### src/rtl/carbonz380_mem_arb.sv
// carbonz380_mem_arb: two-master, single-slave memory arbiter.
// m0 (CPU) and m1 (DMA/debug loader) share one slave port. Only one
// transaction is outstanding at a time. Grants are round-robin. A response
// timeout returns an error to the requesting master.
// A late response after a WAIT timeout is swallowed via stale_q.
// Optional: define CARBON_MEM_ARB_STATS_EN for saturating grant/timeout counters.
module carbonz380_mem_arb #(
  parameter int AW      = 32,
  parameter int DW      = 32,
  parameter int TIMEOUT = 256,
  parameter int TW      = $clog2(TIMEOUT+1)
) (
  input  logic            clk,
  input  logic            rst_n,
  input  logic            m0_req_valid,
  output logic            m0_req_ready,
  input  logic            m0_req_write,
  input  logic [AW-1:0]   m0_req_addr,
  input  logic [DW-1:0]   m0_req_wdata,
  input  logic [DW/8-1:0] m0_req_wstrb,
  output logic            m0_rsp_valid,
  output logic [DW-1:0]   m0_rsp_rdata,
  output logic            m0_rsp_err,
  input  logic            m1_req_valid,
  output logic            m1_req_ready,
  input  logic            m1_req_write,
  input  logic [AW-1:0]   m1_req_addr,
  input  logic [DW-1:0]   m1_req_wdata,
  input  logic [DW/8-1:0] m1_req_wstrb,
  output logic            m1_rsp_valid,
  output logic [DW-1:0]   m1_rsp_rdata,
  output logic            m1_rsp_err,
  output logic            s_req_valid,
  input  logic            s_req_ready,
  output logic            s_req_write,
  output logic [AW-1:0]   s_req_addr,
  output logic [DW-1:0]   s_req_wdata,
  output logic [DW/8-1:0] s_req_wstrb,
  input  logic            s_rsp_valid,
  input  logic [DW-1:0]   s_rsp_rdata,
  input  logic            s_rsp_err,
  output logic            busy,
`ifdef CARBON_MEM_ARB_STATS_EN
  output logic [31:0]     stat_grants0,
  output logic [31:0]     stat_grants1,
  output logic [31:0]     stat_timeouts,
`endif
  output logic            grant
);

  localparam int SW = DW/8;

  typedef enum logic [1:0] {IDLE = 2'd0, ISSUE = 2'd1, WAIT = 2'd2} state_t;

  state_t                 state;
  logic                   last_grant;
  logic                   stale_q;
  logic                   grant_q;
  logic [TW-1:0]          timer;
  logic                   wr_q;
  logic [AW-1:0]          addr_q;
  logic [DW-1:0]          wdata_q;
  logic [SW-1:0]          wstrb_q;
  logic [1:0]             rsp_valid_q;
  logic [1:0][DW-1:0]     rsp_rdata_q;
  logic [1:0]             rsp_err_q;

  logic [1:0]             req_valid;
  logic                   sel;
  logic                   can_grant;
  logic                   acc;
  logic                   t_exp;
  logic                   to_fire;

  assign req_valid = {m1_req_valid, m0_req_valid};

  // round-robin select: on a tie the master that did not go last wins
  always_comb begin
    sel = 1'b0;
    if (&req_valid)       sel = ~last_grant;
    else if (req_valid[1]) sel = 1'b1;
  end

  assign can_grant    = (state == IDLE) && !stale_q;
  assign acc          = can_grant && (|req_valid);
  assign m0_req_ready = can_grant && !sel && m0_req_valid;
  assign m1_req_ready = can_grant &&  sel && m1_req_valid;

  assign t_exp   = (timer == TW'(TIMEOUT-1));
  // timeout only when no completing response arrives in the same cycle
  assign to_fire = t_exp && ((state == ISSUE) || (state == WAIT && !s_rsp_valid));

  assign s_req_valid = (state == ISSUE);
  assign s_req_write = wr_q;
  assign s_req_addr  = addr_q;
  assign s_req_wdata = wdata_q;
  assign s_req_wstrb = wstrb_q;

  assign busy  = (state != IDLE) || stale_q;
  assign grant = grant_q;

  assign m0_rsp_valid = rsp_valid_q[0];
  assign m0_rsp_rdata = rsp_rdata_q[0];
  assign m0_rsp_err   = rsp_err_q[0];
  assign m1_rsp_valid = rsp_valid_q[1];
  assign m1_rsp_rdata = rsp_rdata_q[1];
  assign m1_rsp_err   = rsp_err_q[1];

  // arbiter FSM: grant, issue to slave, wait for response or timeout
  always_ff @(posedge clk or negedge rst_n) begin
    if (!rst_n) begin
      state       <= IDLE;
      last_grant  <= 1'b1;
      stale_q     <= 1'b0;
      grant_q     <= 1'b0;
      timer       <= '0;
      wr_q        <= 1'b0;
      addr_q      <= '0;
      wdata_q     <= '0;
      wstrb_q     <= '0;
      rsp_valid_q <= '0;
      rsp_rdata_q <= '0;
      rsp_err_q   <= '0;
    end else begin
      // response outputs are single-cycle pulses
      rsp_valid_q <= '0;
      rsp_rdata_q <= '0;
      rsp_err_q   <= '0;
      case (state)
        IDLE: begin
          if (stale_q) begin
            // swallow the late response, or give up waiting for it
            if (s_rsp_valid || t_exp) begin
              stale_q <= 1'b0;
              timer   <= '0;
            end else begin
              timer <= timer + TW'(1);
            end
          end else if (acc) begin
            wr_q       <= sel ? m1_req_write : m0_req_write;
            addr_q     <= sel ? m1_req_addr  : m0_req_addr;
            wdata_q    <= sel ? m1_req_wdata : m0_req_wdata;
            wstrb_q    <= sel ? m1_req_wstrb : m0_req_wstrb;
            grant_q    <= sel;
            last_grant <= sel;
            timer      <= '0;
            state      <= ISSUE;
          end
        end
        ISSUE: begin
          timer <= timer + TW'(1);
          if (s_req_ready) state <= WAIT;
          if (t_exp) begin
            rsp_valid_q[grant_q] <= 1'b1;
            rsp_err_q[grant_q]   <= 1'b1;
            state                <= IDLE;
            timer                <= '0;
            // slave took the request on the final cycle: a response is coming
            if (s_req_ready) stale_q <= 1'b1;
          end
        end
        WAIT: begin
          timer <= timer + TW'(1);
          if (s_rsp_valid) begin
            rsp_valid_q[grant_q] <= 1'b1;
            rsp_err_q[grant_q]   <= s_rsp_err;
            rsp_rdata_q[grant_q] <= (s_rsp_err || wr_q) ? '0 : s_rsp_rdata;
            state                <= IDLE;
          end else if (t_exp) begin
            rsp_valid_q[grant_q] <= 1'b1;
            rsp_err_q[grant_q]   <= 1'b1;
            stale_q              <= 1'b1;
            timer                <= '0;
            state                <= IDLE;
          end
        end
        default: state <= IDLE;
      endcase
    end
  end

`ifdef CARBON_MEM_ARB_STATS_EN
  // saturating accept and timeout counters
  always_ff @(posedge clk or negedge rst_n) begin
    if (!rst_n) begin
      stat_grants0  <= '0;
      stat_grants1  <= '0;
      stat_timeouts <= '0;
    end else begin
      if (acc && !sel && stat_grants0 != '1)  stat_grants0  <= stat_grants0 + 32'd1;
      if (acc &&  sel && stat_grants1 != '1)  stat_grants1  <= stat_grants1 + 32'd1;
      if (to_fire && stat_timeouts != '1)     stat_timeouts <= stat_timeouts + 32'd1;
    end
  end
`else
  logic unused_to;
  assign unused_to = to_fire;
`endif

endmodule
### config.mk
export PLATFORM = sky130hd
export DESIGN_NAME = carbonz380_mem_arb
export DESIGN_NICKNAME = d
export VERILOG_FILES = /design/src/rtl/carbonz380_mem_arb.sv
export SDC_FILE = /design/constraint.sdc
export NUM_CORES = 1
export LEC_CHECK = 0
export CAP_MARGIN = 20
export CORE_ASPECT_RATIO = 0.8
export CORE_MARGIN = 8
export CORE_UTILIZATION = 40
export CTS_CLUSTER_DIAMETER = 60
export DETAILED_ROUTE_END_ITERATION = 8
export HOLD_SLACK_MARGIN = 0.1
export PLACE_DENSITY = 0.79
export SLEW_MARGIN = 20
export SYNTH_ARGS = -nofsm -noshare
export SYNTH_HDL_FRONTEND = slang
export SYNTH_SLANG_ARGS = --single-unit
### constraint.sdc
create_clock -name clk -period 3.1 [get_ports clk]
set_input_delay 0.31 -clock clk [delete_from_list [all_inputs] [get_ports clk]]
set_output_delay 0.31 -clock clk [all_outputs]
set_load 0.01 [all_outputs]
Word level (Yosys, flattened, before mapping) --
Cells that the tools add are included.
Operators by class: add/sub/neg operators 1, magnitude comparators 2, equal/unequal tests 12, multiplexer cells 38, bitwise gates (word level) 4, reductions and logical operators 21
Operators by type and width (number):
- 2-to-1 mux 32 bit | 4
- 2-to-1 mux 64 bit | 2
- AND 64 bit | 1
- 2-to-1 mux 9 bit | 5
- demux 32 bit (select 1 bit) | 1
- one-hot mux 9 bit (3 select lines) | 1
- 2-to-1 mux 2 bit | 9
- 2-to-1 mux 1 bit | 10
- adder 9 x 1 -> 9 bit, second input constant | 1
- equality test 9 x 8 -> 1 bit, second input constant | 1
- inequality test 2 bit, second input constant | 4
- one-hot mux 2 bit (2 select lines) | 2
- logical AND 1 bit | 7
- inequality test 3 bit, second input constant | 2
- one-hot mux 2 bit (3 select lines) | 1
- AND reduction 5 bit | 1
- 2-to-1 mux 4 bit | 1
- inequality test 2 x 1 -> 1 bit, second input constant | 2
- AND reduction 2 bit | 2
- AND reduction 4 bit | 1
- logical OR 1 bit | 3
- inequality test 3 x 1 -> 1 bit, second input constant | 1
- one-hot mux 1 bit (3 select lines) | 1
- AND reduction 3 bit | 1
- other kinds (12) | 14
Word-level totals: register bits after elaboration 151, input bits 177, output and inout port bits 142, logic and storage cells 91

Logic depth before layout (Yosys ltp) --
word-level depth 7, depth in mapped cells 9, depth with buffers taken out 9

Least setup slack after synthesis --
Ideal clock, no wire load.
path type reg2reg, start register timer[0], end register timer[0], library setup time 0.125 ns, data arrival time 2.110 ns, required time 2.975 ns, slack 0.866 ns, cell stages (with the launch flop) 10, buffers on the path 0, period minus slack after synthesis 2.234 ns, path through dfrtp_1 ha_1 nand3_1 nor2_1 and3_1 ha_1 nor2b_1 a211oi_4 nor2_4 mux2_2
Between the ends: word-level cells in the longest chain between the ends 5, elaborated cells between the ends (all ways) 8, classes of those cells add/sub (1); eq/ne (1); mux (5); reduce/logical (1)
Ends and longest elaborated chain:
- from (decl) | line 59 | logic [TW-1:0] timer;
- from (signal assigned) | line 137 | timer <= timer + TW'(1);
- from (signal assigned) | line 151 | timer <= timer + TW'(1);
- from (signal assigned) | line 163 | timer <= timer + TW'(1);
- branches (longest 4 deep; another with adder 9 x 1 -> 9 bit)
- one-hot mux 9 bit (3 select lines) (*) | line 129 | case (state)
Mark *: on every way between the ends. A chain may end at the register's enable or synchronous reset.

Final worst setup path --
Same ends and word-level chain as after synthesis.

==> qor.yml <==
status: "finished clean"
synth_cell_types: 36
drtIter0Drc: 266
place_congestion: 0.8508
layout.nets: 1054
ys_async_sr_fraction: 1.000
synth_top_family_by_area: "simple AND/OR/NAND/NOR gates"
dieArea_um2: 20010
via_per_inst: 4.818
crit_path_max_fanout: 9
grt_max_degree: 85
clock_skew_ns: 0.007290
final_max_slew_viol_count: 0
timing.fmax_mhz: 396.9
tightest_slew_ns: 0.5999
synthCells: 554
cts_setup_buffers: 0
cts_made_buffers: 17
yosys.area_share.adder: 0.01791
finalSetupViolCount: 0
worstSetupEndpointType: "flop"
finalCritPeriodShare: 0.8128
design.core.area_um2: 15600
finalHoldViolCount: 0
clock-sinks: 151
hpwl_um: 15350
synthSimpleGateAreaFrac: 0.1474
synth_ff_type: "dfrtp_1"
synth_compound_area_frac: 0.08874
hold_path.class: "input pin to async pin"
clockRootBuffer: "clkbuf_16"
cts_tree: "yes"
drc: 0
cts_max_level: 4
grt_pass1_wl_um: 31150
routedWlPerCell_um: 18.44
first_pass_iters: 4
place_inst: 1063
yosys.area_share.xor_xnor: 0
max-cap-violations: 0
start_util: 0.4032
period_needed_ns: 2.520
clk_latency_ns: 0.42
ys_warn_count: 0
wl_met2_um: 9553
synth-seq-cells: 151
met1_length_um: 7776
ant_nets: 0
synth_edf_count: 0
synth.cell_area_um2: 6289
io_buffer_count: 318
grt_pass1_vias: 5530
vias: 5280
yosys-top-cells-area: "dfrtp_1 60%, mux2i_1 11%, and3_1 7.1%, a21oi_1 5.8%, nor2_1 4.8%"
drive_gt1_frac: 0.06356
diodes: 0
grt_use_total: 0.2025
start_kind: "flop"
ios: 319
rsz0062_at_grt: "false"
fp.dieW_um: 156.2
antenna_found_initial: 0
synthMuxAreaShare: 0.1150
wl_um: 20210
synth.top_cell.area_share: 0.5969
cts_buffer_depth: 2
clk_pin_slew_worst_paths_ns: 0.06
ir_worst_vdd_mv: 0.5356
ys_seq_area_frac: 0.6011
path_class: "flop to flop"
crit_arrival_ns: 2.83
avgSynthCellArea_um2: 11.35
areaGrowthSynthToFinish_pct: 64.96
rows: 41
powerDensity_nw_per_um2: 792.6
syn_nets: 740
maxSlewHeadroom: 0.5991
met3_length_um: 2556
overflow: 0
die_y_um: 128.1
fin_cells: 1096
p_leak_nw: 4.746
top_layer_used: "met4"
synth_top_area_cell: "dfrtp_1"
timing.setup.tns_ns: 0
crit_required_ns: 3.41
## logic make-up after synthesis
kind of cell | after synthesis
compound gates | 100
fa+ha+maj | 9
buf+inv | 42
flops | 151
mux | 72
simple gates | 180
## cell usage in the layout, fill, tap and decap left out, types with 2 or more instances in the layout
| cell | instances |
|---|---|
| inv_1 | 7 |
| nor2_1 | 78 |
| nand3_1 | 3 |
| a22o_1 | 5 |
| o21ai_1 | 5 |
| nor2b_1 | 4 |
| o211ai_1 | 2 |
| mux2i_1 | 70 |
| dfrtp_1 | 150 |
| buf_4 | 7 |
| a21oi_1 | 73 |
| o21ai_0 | 7 |
| bufinv_16 | 3 |
| a31oi_1 | 2 |
| and3_1 | 71 |
| clkinv_4 | 2 |
| mux2_2 | 2 |
| buf_12 | 4 |
| nand2_1 | 10 |
| inv_8 | 4 |
| clkbuf_16 | 17 |
| clkdlybuf4s50_1 | 317 |
| inv_6 | 5 |
| nor3_1 | 2 |
| nand2b_1 | 2 |
| nor2_4 | 2 |
| ha_1 | 9 |
## synthesized netlist by cell type, types with 2 or more instances
master / n
nor3_1: 2
inv_1: 7
a31oi_1: 2
buf_2: 21
nor2_1: 80
a21oi_1: 73
nor2b_1: 4
nand2_1: 10
and3_1: 71
a22o_1: 5
dfrtp_1: 150
mux2_2: 2
o21ai_0: 7
ha_1: 9
mux2i_1: 70
clkbuf_1: 13
o211ai_1: 2
nand2b_1: 2
nand3_1: 3
o21ai_1: 5
## final cells by class
class	instances	area, um^2
Clock buffer	17	425.4
Clock inverter	15	203.9
Fill cell	1211	5221
Inverter	7	26.28
Multi-Input combinational cell	361	2342
Sequential cell	151	3780
Tap cell	215	269.0
Timing Repair Buffer	330	3327
## worst max-delay path, stage by stage (launching register included)
cell and delay [ns]:
dfrtp_1 0.39, ha_1 0.20, nand3_1 0.16, nor2_1 0.17, and3_1 0.21, ha_1 0.30, nor2b_1 0.12, a211oi_4 0.49
nor2_4 0.09, mux2_2 0.28
## final timing paths
check	endpoint	start	slack, ns	cells past startpoint
worst min register to register	s_req_wdata[11]$_DFFE_PN0P_	s_req_wdata[11]$_DFFE_PN0P_	0.52	2
max in group asynchronous	s_req_wdata[30]$_DFFE_PN0P_	rst_n	1.96	3
worst max register to register	timer[0]$_DFFE_PN0P_	timer[0]$_DFFE_PN0P_	0.58	9
worst min-delay path	m0_rsp_rdata[10]$_DFF_PN0_	rst_n	0.31	2
min in group clk	m0_rsp_rdata[0]$_DFF_PN0_	s_rsp_rdata[0]	0.47	2
worst max-delay path	timer[0]$_DFFE_PN0P_	timer[0]$_DFFE_PN0P_	0.58	9
## metrics by stage
stage	utilization	cell area (um^2)	hold slack [ns]	total power [W]	setup WS, ns
after floorplan	-	6289	0.01441	0.004383	0.8657
after global placement	0.6242	9734	0.1898	0.006023	0.6550
after detailed placement	0.6242	9734	0.1945	0.006105	0.6086
after CTS	0.6652	10370	0.3083	0.008331	0.5564
after global routing	0.6652	10370	0.3248	0.008733	0.3280
final	0.6652	10370	0.3107	0.008223	0.5805
## metal layers
metal  track usage  vias up
met4       0.06148        0
met3        0.1156       18
li1              -     2560
met5             0        -
met1        0.2230     2494
met2        0.3274      208
## where the power goes
part           switching [W]  total [W]  internal, W
Clock               0.000877    0.00218      0.00130
Combinational        0.00158    0.00324      0.00166
Sequential          0.000300    0.00280      0.00250
Total                0.00276    0.00822      0.00546
## registers in the layout, indices dropped and copies added, names as in the netlist, 4 cells and up
| signal | flops |
|---|---|
| timer | 9 |
| s_req_wdata | 32 |
| s_req_wstrb | 4 |
| s_req_addr | 32 |
| m0_rsp_rdata | 32 |
| m1_rsp_rdata | 32 |
## what timing repair did
item                      in CTS  in global routing
hold endpoints to repair      25                  0
hold buffers                   1                  0
gates resized for setup        0                  0
(Power assumes the default switching activity.)
